### src/rtl/multicycle_shifter.sv
// Multicycle barrel-free shifter: performs SLL/SRL/SRA one bit per clock.
// A request is latched on acceptance, shifted shamt times in SHIFT, and the
// result is registered on entry to DONE, where a one-cycle done pulse marks it.
module multicycle_shifter (
  input  logic        clk,
  input  logic        reset,
  input  logic        in_start_1,
  input  logic [3:0]  in_operation_4,
  input  logic [31:0] in_data_32,
  input  logic [4:0]  in_shamt_5,
  output logic        out_busy_1,
  output logic        out_done_1,
  output logic [31:0] out_result_32,
  output logic        out_zero_1
);

  localparam logic [3:0] OP_SLL = 4'b0101;
  localparam logic [3:0] OP_SRL = 4'b0110;
  localparam logic [3:0] OP_SRA = 4'b0111;

  localparam logic [1:0] ST_IDLE  = 2'd0;
  localparam logic [1:0] ST_SHIFT = 2'd1;
  localparam logic [1:0] ST_DONE  = 2'd2;

  logic [1:0]  state_reg, state_next;
  logic [4:0]  count_reg, count_next;
  logic [31:0] work_reg, work_next;
  logic [3:0]  op_reg, op_next;
  logic [31:0] result_reg, result_next;

  logic        accept;
  logic        op_legal;
  logic        is_sll;
  logic        fill_msb;
  logic [31:0] shifted;

  // A new request is taken in IDLE or DONE; SHIFT ignores start entirely.
  assign accept   = in_start_1 && (state_reg != ST_SHIFT);
  assign op_legal = (in_operation_4 == OP_SLL) || (in_operation_4 == OP_SRL) ||
                    (in_operation_4 == OP_SRA);

  // Single-bit shift of the working register, selected by the latched opcode.
  assign is_sll   = (op_reg == OP_SLL);
  assign fill_msb = (op_reg == OP_SRA) ? work_reg[31] : 1'b0;

  assign shifted[0]  = is_sll ? 1'b0 : work_reg[1];
  assign shifted[31] = is_sll ? work_reg[30] : fill_msb;

  genvar gi;
  generate
    for (gi = 1; gi < 31; gi++) begin : g_shift_bit
      assign shifted[gi] = is_sll ? work_reg[gi-1] : work_reg[gi+1];
    end
  endgenerate

  // Next-state logic: shift progress first, then an accepted request overrides.
  always_comb begin
    state_next  = state_reg;
    count_next  = count_reg;
    work_next   = work_reg;
    op_next     = op_reg;
    result_next = result_reg;

    case (state_reg)
      ST_SHIFT: begin
        work_next  = shifted;
        count_next = count_reg - 5'd1;
        if (count_reg == 5'd1) begin
          state_next  = ST_DONE;
          result_next = shifted;
        end
      end
      ST_DONE:  state_next = ST_IDLE;
      ST_IDLE:  state_next = ST_IDLE;
      default:  state_next = ST_IDLE;
    endcase

    if (accept) begin
      op_next = in_operation_4;
      if (!op_legal) begin
        state_next  = ST_DONE;
        count_next  = 5'd0;
        work_next   = 32'd0;
        result_next = 32'd0;
      end else if (in_shamt_5 == 5'd0) begin
        state_next  = ST_DONE;
        count_next  = 5'd0;
        work_next   = in_data_32;
        result_next = in_data_32;
      end else begin
        state_next = ST_SHIFT;
        count_next = in_shamt_5;
        work_next  = in_data_32;
      end
    end
  end

  // State registers with asynchronous active-low clear.
  always_ff @(posedge clk or negedge reset) begin
    if (!reset) begin
      state_reg  <= ST_IDLE;
      count_reg  <= 5'd0;
      work_reg   <= 32'd0;
      op_reg     <= 4'd0;
      result_reg <= 32'd0;
    end else begin
      state_reg  <= state_next;
      count_reg  <= count_next;
      work_reg   <= work_next;
      op_reg     <= op_next;
      result_reg <= result_next;
    end
  end

  assign out_busy_1    = (state_reg == ST_SHIFT);
  assign out_done_1    = (state_reg == ST_DONE);
  assign out_result_32 = result_reg;
  assign out_zero_1    = ~|result_reg;

endmodule
### config.mk
export PLATFORM = sky130hd
export DESIGN_NAME = multicycle_shifter
export DESIGN_NICKNAME = d
export VERILOG_FILES = /design/src/rtl/multicycle_shifter.sv
export SDC_FILE = /design/constraint.sdc
export NUM_CORES = 1
export LEC_CHECK = 0
export ABC_AREA = 1
export CAP_MARGIN = 25
export CORE_AREA = 2 2 120 76
export DETAILED_ROUTE_END_ITERATION = 12
export DIE_AREA = 0 0 122 78
export PLACE_DENSITY = 0.87
export SLEW_MARGIN = 20
export SYNTH_ARGS = -nofsm -noshare
export SYNTH_HDL_FRONTEND = slang
export SYNTH_SLANG_ARGS = --single-unit
### constraint.sdc
create_clock -name clk -period 2.92 [get_ports clk]
set_clock_uncertainty 0.15 [all_clocks]
set_input_delay 0.292 -clock clk [delete_from_list [all_inputs] [get_ports clk]]
set_output_delay 0.292 -clock clk [all_outputs]
set_load 0.02 [all_outputs]
==> results of run 1 <==
## layout make-up
| class | instances | share of cell area |
|---|---|---|
| multi-input combinational | 558 | 0.3972 |
| sequential | 75 | 0.3154 |
| clock buffer | 11 | 0.04247 |
| timing repair buffer | 91 | 0.1577 |
| tap | 112 | 0.02355 |
| inverter | 81 | 0.05109 |
| clock inverter | 5 | 0.01262 |
## metrics by stage
stage / hold slack [ns] / utilization / setup WS, ns / power (mW)
floorplan: -0.1536 / - / 1.304 / 1.831
global placement: 0.2800 / 0.6766 / 0.6629 / 2.107
detailed placement: 0.2842 / 0.6766 / 0.5653 / 2.144
CTS: 0.3313 / 0.7173 / 0.4138 / 3.369
global route: 0.3419 / 0.7173 / 0.2554 / 3.564
finish: 0.3321 / 0.7173 / 0.3933 / 3.379
## synth_stat cells, drive strengths merged
cell    instances
nand3          76
nand3b          2
buf            28
dfrtp          75
clkinv          1
inv            80
nor3            4
a21oi           2
ha              2
o21ai          38
nand2         243
o31ai           1
or2             1
nor2          180
o211ai          3
a22oi           1
nand4           5
clkbuf         13
## timing repair
item,4_1_cts,5_1_grt
hold buffers,1,0
endpoints found under the hold margin,31,0
buffers inserted,0,0
## per-layer routing
| metal | part of all wire | vias up |
|---|---|---|
| met4 | 0.024 | 0 |
| li1 | - | 2427 |
| met3 | 0.10 | 38 |
| met5 | 0 | - |
| met1 | 0.43 | 2313 |
| met2 | 0.44 | 312 |
## logic make-up (layout without fill, tap and decap cells)
logic type | after synthesis | count (layout) | share of synthesized area
AND/OR/NAND/NOR | 511 | 511 | 0.4401
buffers and inverters | 122 | 188 | 0.1079
flip-flops | 75 | 75 | 0.3958
AO/OA/AOI/OAI | 45 | 45 | 0.05093
adder cells (fa/ha/maj) | 2 | 2 | 0.005276
## worst min-delay path, cell delays in order (launching register included)
cell,delay (ns)
dfrtp_1,0.34
nand2_1,0.05
nand2_1,0.05
## report_power, final
| part | switching (mW) | leakage [nW] | internal (mW) |
|---|---|---|---|
| sequential | 0.0820 | 0.986 | 1.16 |
| combinational | 0.574 | 2.08 | 0.339 |
| clock | 0.432 | 0.165 | 0.790 |
| total | 1.09 | 3.24 | 2.29 |
## path summary, 6_finish.rpt
path | to | cells after the start
worst min register to register | work_reg[19]$_DFFE_PN0P_ | 2
max in group asynchronous | work_reg[0]$_DFFE_PN0P_ | 3
min in group asynchronous | out_result_32[28]$_DFF_PN0_ | 2
worst max-delay path | out_zero_1 | 5
worst max register to register | out_result_32[13]$_DFF_PN0_ | 10
worst min-delay path | work_reg[19]$_DFFE_PN0P_ | 2
==> out/results.txt, run 1 <==
Share of cells above drive strength 1 - 0.05238
CTS Buf Count - 9
Final Hold Fails - 0
CTS tree - done
Status - finished clean
CP required - 2.48 ns
Period utilisation layout - 0.8653
DRC violations left - 0
Hpwl dp - 8922 um
Placer Congestion - 0.8614
CTS clk-pin slew, worst paths - 0.06 ns
Post-route insts no fill - 933
P_leak - 3.235 nW
RSZ-0062 raised after global routing - false
Count of clock tree sinks - 75
Cells along the critical path - nor2_1 > nand4_1 > nand3b_1 > nor2_1 > clkdlybuf4s50_1
Sequential share of the synthesized area - 0.3958
Multi-input logic area - 2364 um2
Crit-path slowest cell - clkdlybuf4s50_1
M2 GR Usage - 0.4469
Top area cells in the synthesized netlist - dfrtp_1, nand2_1, nor2_1, nand3_1, inv_1
Met3 GRT Util - 0.05882
Worst setup path startpoint - out_result_32[30]$_DFF_PN0_
Hold Crit Class - flop to flop
Post-Syn Area - 4742 um2
Vias/cell - 5.456
Design area - 5951 um2
Worst path most repeated cell - nor2_1
Post-route antenna net violation count - 0
Startpoint Class - flop
Initial Utilization - 0.5716
Fin Setup TNS - 0 ns
Fmax achieved - 0.3958 GHz
Vias in the first global route - 4846
Cells after Synth - 755
First-pass DRT Iterations - 6
Maximum VDD drop - 0.3536 mV
Cell Pwr Density - 567.8 nW/um2
Rows - 26
Largest area contributor in the netlist - dfrtp_1
Reg-to-reg startpoint - count_reg[1]$_DFFE_PN0P_
Chip Width - 122 um
Min Tclk post-route - 2.527 ns
Nets - 862
Final Slew Violations - 0
Boundary pin count - 79
Post-placement cell area - 5613 um2
Area grow syn2layout - 25.49%
Critical path type - flop to output port
Slew headroom - 0.4316
H-Tree Depth - 3
Gr usage total - 0.3034
Arrival @ worst endpoint - 2.08 ns
Highest cell delay on the worst timing path - 0.61 ns
Fillers - 694
Met1 usage - 0.4406
Worst Max-Slew Pin Slew - 0.8526 ns
Antenna diode count - 0
Syn nets - 801
# setup viols final - 0
Total grt overflow - 0
Hold Startpoint - work_reg[19]$_DFFE_PN0P_
Cell count after placement - 916
WL/cell - 14.47 um
Synth Register Bits - 75
Most common cell after layout, fill and taps aside - nand2_1
Critical path's top delay family - simple AND/OR/NAND/NOR gates
Top cell type's share of synthesized area - 0.3958
Worst Path Buf+Inv - 1
First-pass GRT wire length - 22880 um
Crit Path Max Fanout - 3
Total Wirelength - 13500 um
Register area - 1877 um2
Post-CTS Resized - 0
Largest net degree at the start of global routing - 39
Clock latency on the worst-skew pair - 0.34 ns
Starting DRT DRC Count - 589
Syn_area_per_cell - 6.281 um2
Crit. End Element - output port
DR vias - 5090
Total core area - 8295 um2
Yosys cell types - 28
Clk buf depth - 2
Ys Warns - 0
Max Cap Violations - 0
Die Height - 78 um
Buffers on Ports - 78
Initial antenna violation count - 0
GRT Max-Usage Layer - met2
DIE AREA - 9516 um2
Most frequent cells in the layout - nand2_1, nor2_1, clkdlybuf4s50_1, inv_1, dfrtp_1
R2R Setup Slk - 0.76 ns
Clk root buf - clkbuf_16
Power figures use the tool's default switching activity.
==> inputs of run 2 (changes only) <==
--- a/config.mk
+++ b/config.mk
@@ -11,6 +11,7 @@
 export DETAILED_ROUTE_END_ITERATION = 12
 export DIE_AREA = 0 0 122 78
 export PLACE_DENSITY = 0.87
+export SKIP_CTS_REPAIR_TIMING = 1
 export SLEW_MARGIN = 20
 export SYNTH_ARGS = -nofsm -noshare
 export SYNTH_HDL_FRONTEND = slang
==> results of run 2 <==
No change in the layout: final DEF, timing and power equal those of run 1.
Main changes from that run: wire length of the first global-routing pass 22880 um -> 22850 um; via count of the first global-routing pass 4846 -> 4834; overall routing resource usage 0.3034 -> 0.3030; met2 usage 0.4469 -> 0.4458
==> inputs of run 3 (changes only) <==
--- a/config.mk
+++ b/config.mk
@@ -11,6 +11,7 @@
 export DETAILED_ROUTE_END_ITERATION = 12
 export DIE_AREA = 0 0 122 78
 export PLACE_DENSITY = 0.87
+export REMOVE_ABC_BUFFERS = 1
 export SKIP_CTS_REPAIR_TIMING = 1
 export SLEW_MARGIN = 20
 export SYNTH_ARGS = -nofsm -noshare
==> run 3 against run 2 <==
First-iteration DRC count down 25%. Critical path depth up 1. Critical path type unchanged. Wire length down 1.1%. Clock power down 7%. Die area unchanged.
==> out/results.txt, run 3 (synthesis gave the netlist of run 1 again) <==
Post-route antenna net violation count - 0 (unchanged)
Count of clock tree sinks - 75 (unchanged)
WL/cell - 14.29 um (was 14.47 um)
DR vias - 5016 (was 5090)
Largest net degree at the start of global routing - 65 (was 39)
# setup viols final - 0 (unchanged)
Vias/cell - 5.370 (was 5.456)
Buffers on Ports - 78 (unchanged)
P_leak - 3.194 nW (was 3.235 nW)
First-pass DRT Iterations - 5 (was 6)
Startpoint Class - flop (unchanged)
Nets - 863 (was 862)
CTS Buf Count - 9 (unchanged)
Most common cell after layout, fill and taps aside - nand2_1 (unchanged)
Setup Slack @ Placement - 0.6568 ns (was 0.5653 ns)
CTS tree - done (unchanged)
Clk root buf - clkbuf_16 (unchanged)
Chip Width - 122 um (unchanged)
Crit. End Element - output port (unchanged)
Setup WS post-layout - 0.4154 ns (was 0.3933 ns)
Antenna diode count - 0 (unchanged)
Fillers - 690 (was 694)
Fmax achieved - 0.3993 GHz (was 0.3958 GHz)
Min Tclk post-route - 2.505 ns (was 2.527 ns)
Gr usage total - 0.2991 (was 0.3030)
Worst Max-Slew Pin Slew - 0.8784 ns (was 0.8526 ns)
Status - finished clean (unchanged)
Total core area - 8295 um2 (unchanged)
RSZ-0062 raised after global routing - false (unchanged)
Maximum VDD drop - 0.3204 mV (was 0.3536 mV)
Arrival @ worst endpoint - 2.06 ns (was 2.08 ns)
Clk buf depth - 2 (unchanged)
First-pass GRT wire length - 22350 um (was 22850 um)
Fin Setup TNS - 0 ns (unchanged)
Initial antenna violation count - 0 (unchanged)
Slew headroom - 0.4144 (was 0.4316)
Die Height - 78 um (unchanged)
Crit Path Max Fanout - 3 (unchanged)
DRC violations left - 0 (unchanged)
Cell Pwr Density - 559.6 nW/um2 (was 567.8 nW/um2)
Most frequent cells in the layout - nand2_1, nor2_1, clkdlybuf4s50_1, inv_1, dfrtp_1 (unchanged)
Critical path type - flop to output port (unchanged)
Period utilisation layout - 0.8577 (was 0.8653)
Vias in the first global route - 4835 (was 4834)
Final Slew Violations - 0 (unchanged)
CP required - 2.48 ns (about the same)
Hold Crit Class - flop to flop (unchanged)
Share of cells above drive strength 1 - 0.05231 (was 0.05238)
Boundary pin count - 79 (unchanged)
DIE AREA - 9516 um2 (unchanged)
Total grt overflow - 0 (unchanged)
Starting DRT DRC Count - 443 (was 589)
Total Wirelength - 13350 um (was 13500 um)
Initial Utilization - 0.5716 (unchanged)
Area grow syn2layout - 24.09% (was 25.49%)
CTS clk-pin slew, worst paths - 0.06 ns (about the same)
Rows - 26 (unchanged)
Placer Congestion - 0.8933 (was 0.8614)
Hpwl dp - 8767 um (was 8922 um)
Final Hold Fails - 0 (unchanged)
Post-layout util - 0.7094 (was 0.7173)
Clock latency on the worst-skew pair - 0.35 ns (was 0.34 ns)
Max Cap Violations - 0 (unchanged)
H-Tree Depth - 3 (unchanged)
-- run 3: cell types whose count changed in the layout (fill, tap and decap cells not counted) --
cell        delta
buf_12         -4
buf_4          +5
bufinv_16      -1
clkbuf_1       +1
clkbuf_8       -1
clkinv_2       -3
clkinvlp_4     +3
inv_6          +1
-- run 3: critical path: stages (launching register included) --
cell             delay, ns
dfrtp_1               0.39
nor2_1                0.14
nand2_1               0.08
nor3_1                0.15
nand3b_1              0.19
nor2_1                0.15
clkdlybuf4s50_1       0.62
-- run 3: stage by stage --
| stage | power (mW) | area (um2) | hold WS (ns) | instances |
|---|---|---|---|---|
| 2_1_floorplan | 1.800 | 4534 | -0.1536 | 714 |
| 3_3_place_gp | 2.107 | 5570 | 0.2740 | 917 |
| 3_5_place_dp | 2.144 | 5570 | 0.2897 | 917 |
| 4_1_cts | 3.286 | 5874 | -0.07374 | 933 |
| 5_1_grt | 3.465 | 5884 | 0.3506 | 934 |
| 6_report | 3.293 | 5884 | 0.3307 | 934 |
-- run 3: report_power, final --
| group | leakage (nW) | switching (mW) | internal (mW) |
|---|---|---|---|
| clock network | 0.138 | 0.456 | 0.688 |
| registers | 0.986 | 0.0853 | 1.16 |
| logic | 2.07 | 0.569 | 0.333 |
-- run 3: metal layers --
layer  up-vias  wire (um)  global-route usage
li1       2434          -                   -
met1      2292       5784              0.3965
met2       255       6062              0.4810
met3        35       1263             0.07794
met4         0        242             0.09310
met5         -          0                   0
-- run 3: final timing paths --
kind                                                  start                           to  slack [ns]  depth (start not counted)
worst max-delay path            out_result_32[16]$_DFF_PN0_                   out_zero_1        0.42                          6
max in group asynchronous                             reset   out_result_32[9]$_DFF_PN0_        1.39                          3
worst min-delay path               work_reg[12]$_DFFE_PN0P_     work_reg[12]$_DFFE_PN0P_        0.33                          2
worst min register to register     work_reg[12]$_DFFE_PN0P_     work_reg[12]$_DFFE_PN0P_        0.33                          2
worst max register to register     count_reg[1]$_DFFE_PN0P_  out_result_32[25]$_DFF_PN0_        0.67                          9
min in group asynchronous                             reset  out_result_32[29]$_DFF_PN0_        0.45                          2
-- run 3: cell type report --
cell class | count | area, um2 | area share
Clock buffer | 11 | 242.7 | 0.04125
Clock inverter | 5 | 61.31 | 0.01042
Inverter | 81 | 304.0 | 0.05167
Multi-Input combinational cell | 558 | 2364 | 0.4017
Sequential cell | 75 | 1877 | 0.3189
Tap cell | 112 | 140.1 | 0.02381
Timing Repair Buffer | 92 | 895.9 | 0.1522
